### config.mk
export PLATFORM = sky130hd
export DESIGN_NAME = prog_data_memory_flat
export DESIGN_NICKNAME = d
export VERILOG_FILES = /design/src/rtl/prog_data_memory_pkg.sv /design/src/rtl/prog_data_memory_if.sv /design/src/rtl/prog_data_memory_init_seq.sv /design/src/rtl/prog_data_memory.sv /design/src/flat_wrapper.sv
export SDC_FILE = /design/constraint.sdc
export NUM_CORES = 2
export LEC_CHECK = 0
export CORE_MARGIN = 2
export CORE_UTILIZATION = 60
export CTS_CLUSTER_SIZE = 16
export DETAILED_ROUTE_END_ITERATION = 16
export GPL_ROUTABILITY_DRIVEN = 1
export PLACE_DENSITY_LB_ADDON = 0.3
export SYNTH_ARGS = -nofsm -noshare
export SYNTH_HDL_FRONTEND = slang
export SYNTH_SLANG_ARGS = --single-unit
### constraint.sdc
create_clock -name clk -period 8.3 [get_ports clk]
set_clock_uncertainty 0.15 [all_clocks]
set_input_delay 2.49 -clock clk [delete_from_list [all_inputs] [get_ports clk]]
set_output_delay 2.49 -clock clk [all_outputs]
set_load 0.01 [all_outputs]
### src/rtl/prog_data_memory_pkg.sv
// Shared constants and state encoding for the unified program/data memory.
package cpu_mem_pkg;

    localparam int unsigned MEM_ADDR_W  = 8;
    localparam int unsigned MEM_DATA_W  = 8;
    localparam int unsigned INSTR_BYTES = 2;

    typedef enum logic {
        ST_INIT  = 1'b0,
        ST_READY = 1'b1
    } mem_state_e;

endpackage

### src/rtl/prog_data_memory_if.sv
// Bus bundle between the SimpleCPU core (master) and the unified memory (slave).
interface prog_data_memory_if
    import cpu_mem_pkg::*;
#(
    parameter int unsigned ADDR_W  = MEM_ADDR_W,
    parameter int unsigned DATA_W  = MEM_DATA_W,
    parameter int unsigned N_BYTES = INSTR_BYTES
);

    logic                        ready;
    logic                        prog_we;
    logic [ADDR_W-1:0]           prog_addr;
    logic [DATA_W-1:0]           prog_din;
    logic                        if_req;
    logic [ADDR_W-1:0]           if_addr;
    logic                        if_valid;
    logic [N_BYTES*DATA_W-1:0]   if_ins;
    logic                        d_req;
    logic                        d_we;
    logic [ADDR_W-1:0]           d_addr;
    logic [DATA_W-1:0]           d_din;
    logic                        d_gnt;
    logic                        d_valid;
    logic [DATA_W-1:0]           d_dout;

    modport master (
        input  ready, if_valid, if_ins, d_gnt, d_valid, d_dout,
        output prog_we, prog_addr, prog_din, if_req, if_addr,
               d_req, d_we, d_addr, d_din
    );

    modport slave (
        output ready, if_valid, if_ins, d_gnt, d_valid, d_dout,
        input  prog_we, prog_addr, prog_din, if_req, if_addr,
               d_req, d_we, d_addr, d_din
    );

endinterface

### src/rtl/prog_data_memory_init_seq.sv
// Reset-time clear sequencer: walks every address once, then parks in READY.
module mem_init_seq
    import cpu_mem_pkg::*;
#(
    parameter int unsigned ADDR_W         = MEM_ADDR_W,
    parameter bit          CLEAR_ON_RESET = 1'b1
) (
    input  logic              clk,
    input  logic              rst,
    output logic              clr_we,
    output logic [ADDR_W-1:0] clr_addr,
    output logic              done
);

    localparam logic [ADDR_W-1:0] LAST_ADDR = '1;

    mem_state_e        state_q;
    logic [ADDR_W-1:0] cnt_q;

    always_ff @(posedge clk) begin
        if (!rst) begin
            state_q <= ST_INIT;
            cnt_q   <= '0;
        end else begin
            case (state_q)
                ST_INIT: begin
                    cnt_q <= cnt_q + ADDR_W'(1);
                    // Without clearing there is nothing to walk; leave after one cycle.
                    if (!CLEAR_ON_RESET || (cnt_q == LAST_ADDR)) begin
                        state_q <= ST_READY;
                    end
                end
                default: state_q <= ST_READY;
            endcase
        end
    end

    assign clr_we   = (state_q == ST_INIT) && CLEAR_ON_RESET;
    assign clr_addr = cnt_q;
    assign done     = (state_q == ST_READY);

endmodule

### src/rtl/prog_data_memory.sv
// Unified byte-addressed memory: fetch port, data port with grant, programming port, reset clear.
module prog_data_memory
    import cpu_mem_pkg::*;
#(
    parameter int unsigned ADDR_W         = MEM_ADDR_W,
    parameter int unsigned DATA_W         = MEM_DATA_W,
    parameter int unsigned N_BYTES        = INSTR_BYTES,
    parameter bit          CLEAR_ON_RESET = 1'b1
) (
    input  logic                clk,
    input  logic                rst,
    prog_data_memory_if.slave   bus
);

    localparam int unsigned DEPTH = 2 ** ADDR_W;
    localparam int unsigned INS_W = N_BYTES * DATA_W;

    logic              clr_we;
    logic [ADDR_W-1:0] clr_addr;
    logic              ready;

    logic [DATA_W-1:0] mem_q [DEPTH];

    logic              if_valid_q;
    logic [INS_W-1:0]  if_ins_q;
    logic              d_valid_q;
    logic [DATA_W-1:0] d_dout_q;

    logic              d_gnt_c;
    logic              fetch_acc_c;
    logic              d_rd_acc_c;
    logic              d_wr_acc_c;
    logic              prog_acc_c;
    logic [INS_W-1:0]  ins_c;

    mem_init_seq #(
        .ADDR_W         (ADDR_W),
        .CLEAR_ON_RESET (CLEAR_ON_RESET)
    ) u_init_seq (
        .clk      (clk),
        .rst      (rst),
        .clr_we   (clr_we),
        .clr_addr (clr_addr),
        .done     (ready)
    );

    assign d_gnt_c     = ready & ~bus.prog_we;
    assign prog_acc_c  = ready & bus.prog_we;
    assign fetch_acc_c = ready & bus.if_req;
    assign d_rd_acc_c  = bus.d_req & ~bus.d_we & d_gnt_c;
    assign d_wr_acc_c  = bus.d_req &  bus.d_we & d_gnt_c;

    // Little-endian gather; the address sum truncates so fetches wrap at the top.
    always_comb begin
        logic [ADDR_W-1:0] a;
        ins_c = '0;
        a     = '0;
        for (int k = 0; k < int'(N_BYTES); k++) begin
            a = ADDR_W'(bus.if_addr + ADDR_W'(k));
            ins_c[k*DATA_W +: DATA_W] = mem_q[a];
        end
    end

    // Single array write per cycle: clear, then programming, then granted data write.
    always_ff @(posedge clk) begin
        if (clr_we) begin
            mem_q[clr_addr] <= '0;
        end else if (prog_acc_c) begin
            mem_q[bus.prog_addr] <= bus.prog_din;
        end else if (d_wr_acc_c) begin
            mem_q[bus.d_addr] <= bus.d_din;
        end
    end

    // Read ports sample the pre-edge array, giving read-before-write on collisions.
    always_ff @(posedge clk) begin
        if (!rst) begin
            if_valid_q <= 1'b0;
            if_ins_q   <= '0;
            d_valid_q  <= 1'b0;
            d_dout_q   <= '0;
        end else begin
            if_valid_q <= fetch_acc_c;
            d_valid_q  <= d_rd_acc_c;
            if (fetch_acc_c) begin
                if_ins_q <= ins_c;
            end
            if (d_rd_acc_c) begin
                d_dout_q <= mem_q[bus.d_addr];
            end
        end
    end

    assign bus.ready    = ready;
    assign bus.d_gnt    = d_gnt_c;
    assign bus.if_valid = if_valid_q;
    assign bus.if_ins   = if_ins_q;
    assign bus.d_valid  = d_valid_q;
    assign bus.d_dout   = d_dout_q;

endmodule

### src/flat_wrapper.sv
// flat-port wrapper written by rule: the top's interface ports become plain ports
module prog_data_memory_flat import cpu_mem_pkg::*;
#(
    parameter int unsigned ADDR_W         = MEM_ADDR_W,
    parameter int unsigned DATA_W         = MEM_DATA_W,
    parameter int unsigned N_BYTES        = INSTR_BYTES,
    parameter bit          CLEAR_ON_RESET = 1'b1
)
  (clk, rst, bus_ready, bus_if_valid, bus_if_ins, bus_d_gnt, bus_d_valid, bus_d_dout, bus_prog_we, bus_prog_addr, bus_prog_din, bus_if_req, bus_if_addr, bus_d_req, bus_d_we, bus_d_addr, bus_d_din);
  prog_data_memory_if #(.ADDR_W(ADDR_W), .DATA_W(DATA_W), .N_BYTES(N_BYTES)) bus_i ();
  input  logic clk;
  input  logic rst;
  output wire logic [$bits(bus_i.ready)-1:0] bus_ready;
  output wire logic [$bits(bus_i.if_valid)-1:0] bus_if_valid;
  output wire logic [$bits(bus_i.if_ins)-1:0] bus_if_ins;
  output wire logic [$bits(bus_i.d_gnt)-1:0] bus_d_gnt;
  output wire logic [$bits(bus_i.d_valid)-1:0] bus_d_valid;
  output wire logic [$bits(bus_i.d_dout)-1:0] bus_d_dout;
  input wire logic [$bits(bus_i.prog_we)-1:0] bus_prog_we;
  input wire logic [$bits(bus_i.prog_addr)-1:0] bus_prog_addr;
  input wire logic [$bits(bus_i.prog_din)-1:0] bus_prog_din;
  input wire logic [$bits(bus_i.if_req)-1:0] bus_if_req;
  input wire logic [$bits(bus_i.if_addr)-1:0] bus_if_addr;
  input wire logic [$bits(bus_i.d_req)-1:0] bus_d_req;
  input wire logic [$bits(bus_i.d_we)-1:0] bus_d_we;
  input wire logic [$bits(bus_i.d_addr)-1:0] bus_d_addr;
  input wire logic [$bits(bus_i.d_din)-1:0] bus_d_din;
  assign bus_ready = bus_i.ready;
  assign bus_if_valid = bus_i.if_valid;
  assign bus_if_ins = bus_i.if_ins;
  assign bus_d_gnt = bus_i.d_gnt;
  assign bus_d_valid = bus_i.d_valid;
  assign bus_d_dout = bus_i.d_dout;
  assign bus_i.prog_we = bus_prog_we;
  assign bus_i.prog_addr = bus_prog_addr;
  assign bus_i.prog_din = bus_prog_din;
  assign bus_i.if_req = bus_if_req;
  assign bus_i.if_addr = bus_if_addr;
  assign bus_i.d_req = bus_d_req;
  assign bus_i.d_we = bus_d_we;
  assign bus_i.d_addr = bus_d_addr;
  assign bus_i.d_din = bus_d_din;
  prog_data_memory #(.ADDR_W(ADDR_W), .DATA_W(DATA_W), .N_BYTES(N_BYTES), .CLEAR_ON_RESET(CLEAR_ON_RESET)) u_core (.clk(clk), .rst(rst), .bus(bus_i));
endmodule
== Word-level counts from Yosys, hierarchy flattened ==
Memory sizes are Yosys's and may differ from the RTL's. A register that Yosys moved wholly into a read port is not among the register bits.
Cells that the tools add are included.

* Reductions and logical operators: 5
* Eq/ne operators: 1
* Bitwise operators: 9
* $add $sub $neg: 2
* Multiplexer cells: 16

{| class="wikitable"
|+ Operators by type and width
! operator !! count
|-
| two-way mux 8 bit || 4
|-
| adder 8 x 1 -> 8 bit (second input constant) || 2
|-
| OR reduction 8 bit || 2
|-
| two-way mux 1 bit || 12
|-
| equality test 8 bit (second input constant) || 1
|-
| bitwise AND 1 bit || 7
|-
| logical NOT 1 bit || 3
|-
| NOT 1 bit || 2
|}

* Register bits after elaboration: 11
* Memories kept: 1
* Input bits: 46
* Output and inout bits: 28
* Bits in writable memories: 2048

{| class="wikitable"
|+ Memory list
! name !! words !! width !! rd ports !! clocked after memory_dff !! write ports !! RTL line !! text
|-
| u_core.mem_q || 256 || 8 || 3 || 3 || 1 || prog_data_memory.sv:22 || <nowiki>logic [DATA_W-1:0] mem_q [DEPTH];</nowiki>
|}

== Longest topological paths before layout ==
* Depth in word-level cells: 9
* Gate-level depth with buffers: 14
* Mapped depth without buffers: 9

== By module ==
Synthesis repeated with hierarchy kept, for this count alone.

* Cells, all modules: 5659
* Area total of the unflattened synthesis: 113617.7 um2

{| class="wikitable"
|+ By module, submodules not included
! module !! area each (um2) !! instances !! cells an instance !! seq. area each (um2)
|-
| prog_data_memory || 113203.6 || 1 || 5618 || 62019.5
|-
| mem_init_seq || 414.1 || 1 || 41 || 180.2
|}

== Worst setup path after synthesis ==
Ideal clock, no wire load.

* Path kind: in2reg
* Start point: input bus_prog_we
* End point: memory u_core.mem_q[0][0] (netlist bit) (data pin)
* Path slack: 0.831 ns
* Stages: 5
* Library setup time: 0.865 ns
* Buffers on the path: 2
* Arrival time: 6.455 ns
* Path through: nor2b_1 > clkbuf_1 > and3_1 > buf_2 > a22o_1

* Longest elaborated chain between the ends: 9

{| class="wikitable"
|+ RTL lines
! element !! RTL line !! text
|-
| start: declaration || flat_wrapper.sv:19 || <nowiki>input wire logic [$bits(bus_i.prog_we)-1:0] bus_prog_we;</nowiki>
|-
| NOT 1 bit || prog_data_memory.sv:47 || <nowiki>assign d_gnt_c = ready & ~bus.prog_we;</nowiki>
|-
| bitwise AND 1 bit || prog_data_memory.sv:47 ||
|-
| named net bus_d_gnt || flat_wrapper.sv:16 || <nowiki>output wire logic [$bits(bus_i.d_gnt)-1:0] bus_d_gnt;</nowiki>
|-
| bitwise AND 1 bit || prog_data_memory.sv:51 || <nowiki>assign d_wr_acc_c = bus.d_req & bus.d_we & d_gnt_c;</nowiki>
|-
| two-way mux 1 bit || prog_data_memory.sv:70 || <nowiki>end else if (d_wr_acc_c) begin</nowiki>
|-
| two-way mux 1 bit || prog_data_memory.sv:68 || <nowiki>end else if (prog_acc_c) begin</nowiki>
|-
| two-way mux 1 bit || prog_data_memory.sv:66 || <nowiki>if (clr_we) begin</nowiki>
|-
| two-way mux 1 bit (implied by the code) || prog_data_memory.sv:71 || <nowiki>mem_q[bus.d_addr] <= bus.d_din;</nowiki>
|-
| OR reduction 8 bit (no line) || -- ||
|-
| two-way mux 8 bit (no line) || -- ||
|-
| end: declaration || prog_data_memory.sv:22 ||
|}

The timed path passes the listed nets, and every way through them passes these cells.

== Worst setup path after layout ==
* Start point: input bus_prog_we
* End point: memory u_core.mem_q[106][0] (netlist bit) (enable)

* Longest elaborated chain between the ends: 9

{| class="wikitable"
|+ RTL lines
! element !! RTL line
|-
| NOT 1 bit || prog_data_memory.sv:47
|-
| bitwise AND 1 bit || prog_data_memory.sv:47
|-
| bitwise AND 1 bit || prog_data_memory.sv:51
|-
| two-way mux 1 bit || prog_data_memory.sv:70
|-
| two-way mux 1 bit || prog_data_memory.sv:68
|-
| two-way mux 1 bit || prog_data_memory.sv:66
|-
| two-way mux 1 bit (implied by the code) || prog_data_memory.sv:71
|-
| OR reduction 8 bit (no line) || --
|-
| two-way mux 8 bit (no line) or two-way mux 1 bit (tied branches) || --
|}

Several ways; a longest one is shown, not always the timed one.

==> metrics.yaml <==
status:
  status: "completed"
synth:
  synth_seq_area_share_pct: 54.8
  synth_cells: 5961
  synth_top_family_by_area: "multiplexers"
  ys_ff_latch: 2083
  synthMuxAreaShare_pct: 36.9
  synth_edf_count: 2048
  synth-compound-area-share_pct: 1.92
  synth_warnings: 0
  synthSimpleGateAreaFrac_pct: 3.84
  synth_area_sq_um: 114000
  synthXorXnorAreaFrac_pct: 0.116
  syn_area_per_cell_sq_um: 19.0
  synth_cell_types: 62
  synthesis.nets: 6009
  synth_fa_ha_area_share_pct: 0.0220
  synthArstFlopShare_pct: 0
  synth_ff_type: "edfxtp_1"
grt:
  grt_pass1_wl_mm: 570
  grt_pass1_vias: 69800
  grt.total_usage_pct: 43.4
  grt_max_degree: 136
  antenna_found_initial: 56
  grt.overflow.total: 0
cts:
  cts_buffers: 212
  clk_latency_ps: 890
  cts_setup_buffers: 0
  clk_pin_slew_ps: 60
  postCtsResizedCells: 0
  cts_sinks: 2083
  cts_tree: "built"
  cts_hold_buf: 0
  htree_levels: 4
  clk_path_buf_depth: 3
  clockRootBuffer: "clkbuf_16"
floorplanning:
  coreArea_sq_um: 188000
  die_y_microns: 439
  row_count: 159
  pin_count: 74
  die_w_microns: 439
  dieArea_sq_um: 193000
  start_util_pct: 60.4
layout:
  final_common_cell: "edfxtp_1"
  final_cell_mix: "edfxtp_1, mux4_2, nand2_1"
  fin_nets: 5965
  fin_cells: 8615
  final_layout_size_suffix_gt1_share_pct: 39.0
  postLayoutCellArea_sq_um: 124000
  area_growth_pct: 9.65
timing:
  tightest_slew_ps: 1410
  relSlewSlack_pct: 5.15
  min_period_over_period_pct: 82.0
  hold_violations: 0
  setup_violations: 0
  period_minus_slack_ps: 6800
  rsz0062_at_grt: "no"
  fin_setup_tns_ps: 0
  maxSlewViolCount: 0
  whs_ps: 399
  max_freq_mhz: 147
detailed_routing:
  wl_mm: 413
  drc: 0
  dr.pass1.iters: 8
  drt_iter0_drc: 15900
  ant_nets: 0
  wl_per_cell_microns: 47.9
  vias_per_cell: 8.65
  via_count: 74500
pwr:
  swShare_pct: 24.7
  switchingPower_mw: 5.95
  seqPwrFrac_pct: 47.4
  peakVddDrop_mv: 0.224
  combPwrFrac_pct: 11.3
  clock_power_share_pct: 41.3
  p_leak_nw: 39.3
  power_mw: 24.0
  p_int_mw: 18.1
  powerDensity_nw_per_um2: 193
worst_setup_path:
  worstRegToRegCells: 7
  crit_chain: "clkdlybuf4s50_1 > nor2b_1 > nand3_1 > nor2_1 > a21oi_1 > nor2_1 > nand2_1 > nor2_1"
  cp-end-kind: "flop"
  slowest_stage: "nor2_1"
  worstSetupPathType: "in2reg"
  startpoint_type: "primary input"
  crit_required_ps: 8670
  crit-reg2reg-capture: "u_core.mem_q[106][0]"
  critPathMostFrequentCell: "nor2_1"
  cp_top_family: "simple AND/OR/NAND/NOR gates"
  r2r_slack_ps: 2680
  crit_fanout: 19
  arrival_ps: 7170
  critPathMaxStageDelay_ps: 1010
  crit_buf_inv: 1
  rr_startpoint: "u_core.u_init_seq.done"
placement:
  globalplace.congestion: 1.08
  dp_hpwl_mm: 274
  place_area_sq_um: 117000
  portBuffers: 73
  placed_cells: 8197
job:
  cap_violations: 0
min_path:
  worstHoldStart: "u_core.u_init_seq.clr_addr[6]"
  worstHoldPathCells: 2
  hold_path_end: "u_core.u_init_seq.clr_addr[6]"
  hold_path_class: "reg2reg"
synth_stat cells (4+ instances only):
library cell  count  share of area (%)
a311oi_1         18               0.14
clkbuf_1        224               0.74
o2111ai_1         6              0.046
buf_1            57               0.19
nand4b_1          8              0.062
a22oi_1          35               0.23
mux2i_1         162                1.4
mux4_2         1788                 35
nand4_1          15              0.083
a31oi_1          36               0.20
nand3_1         164               0.72
and2_1           10              0.055
xnor2_1          11              0.085
nor3_1            4              0.018
a21o_1            6              0.040
edfxtp_1       2048                 54
o21ai_0          37               0.16
nand2b_1         12              0.066
a221oi_1          8              0.062
buf_4            65               0.43
a211oi_1          6              0.040
a22o_1           12              0.093
nand2_1         490                1.6
dfxtp_1          35               0.62
o22ai_1          16              0.088
a221o_1           4              0.035
xor2_1            4              0.031
a32oi_1          45               0.35
nor2b_1           9              0.050
and3_1           17              0.094
nor2_1          306                1.0
buf_6            20               0.20
a32o_1            4              0.035
a21oi_1          46               0.20
buf_2           185               0.82
worst reg2reg max path, stage by stage, from the launching register on:
cell,delay [ps]
dfxtp_1,760
nor2b_1,370
nand3_1,640
nor2_1,380
a21oi_1,90
nor2_1,950
nand2_1,890
nor2_1,1010
cells by family (layout without fill, tap and decap cells):
logic type | after synthesis | count (layout)
flip-flops | 2083 | 2083
multiplexers | 1953 | 1953
AND/OR/NAND/NOR | 1044 | 1044
buffers and inverters | 557 | 685
AO/OA/AOI/OAI | 307 | 307
other | 0 | 31
XOR/XNOR | 15 | 15
adder cells (fa/ha/maj) | 2 | 2
layout make-up:
cell class | count | area, sq um
clock inverters | 127 | 1450
inverters | 4 | 15.0
well taps | 2495 | 3120
flip-flops and latches | 2083 | 62200
repair buffers | 295 | 3100
diodes | 31 | 77.6
fillers | 12000 | 63500
multi-input cells | 3321 | 48900
clock buffers | 259 | 5630
registers in the layout (all words and copies together) (netlist names):
name / cells
u_core.bus.d_dout: 8
u_core.bus.d_valid: 1
u_core.u_init_seq.done: 1
u_core.bus.if_valid: 1
u_core.mem_q: 2048
u_core.u_init_seq.clr_addr: 8
u_core.bus.if_ins: 16
stage by stage:
| step | setup WS [ps] | util, % |
|---|---|---|
| after floorplan | 831 | - |
| after global placement | 946 | 62.4 |
| after detailed placement | 950 | 62.4 |
| after CTS | 1850 | 66.2 |
| after global routing | 1570 | 66.2 |
| final | 1500 | 66.2 |
how the worst max path moves through the flow:
stage | cells after the start | slack [ps] | startpoint | endpoint
after floorplan | 5 | 830 | bus_prog_we | u_core.mem_q[0][0]
after detailed placement | 7 | 950 | bus_prog_we | u_core.mem_q[247][0]
after global placement | 7 | 950 | bus_prog_we | u_core.mem_q[247][4]
after CTS | 7 | 1850 | bus_prog_we | u_core.mem_q[247][2]
after global routing | 8 | 1570 | bus_prog_we | u_core.mem_q[129][5]
final | 8 | 1500 | bus_prog_we | u_core.mem_q[106][0]
power by group through the flow:
stage / registers (mW) / logic [mW] / clock network, mW
3_3_place_gp: 11.6 / 2.56 / 0
5_1_grt: 11.4 / 2.70 / 10.3
4_1_cts: 11.4 / 2.57 / 9.88
2_1_floorplan: 11.6 / 1.64 / 0
6_report: 11.4 / 2.71 / 9.94
3_5_place_dp: 11.6 / 2.56 / 0
per-layer routing:
metal	global-route usage, %	part of all wire [%]	vias up
met4	26.2	8.1	75
met1	55.7	30	38100
li1	-	-	26100
met2	59.1	42	8592
met5	1.59	0.21	-
met3	22.2	19	1655
Power figures use the tool's default switching activity.
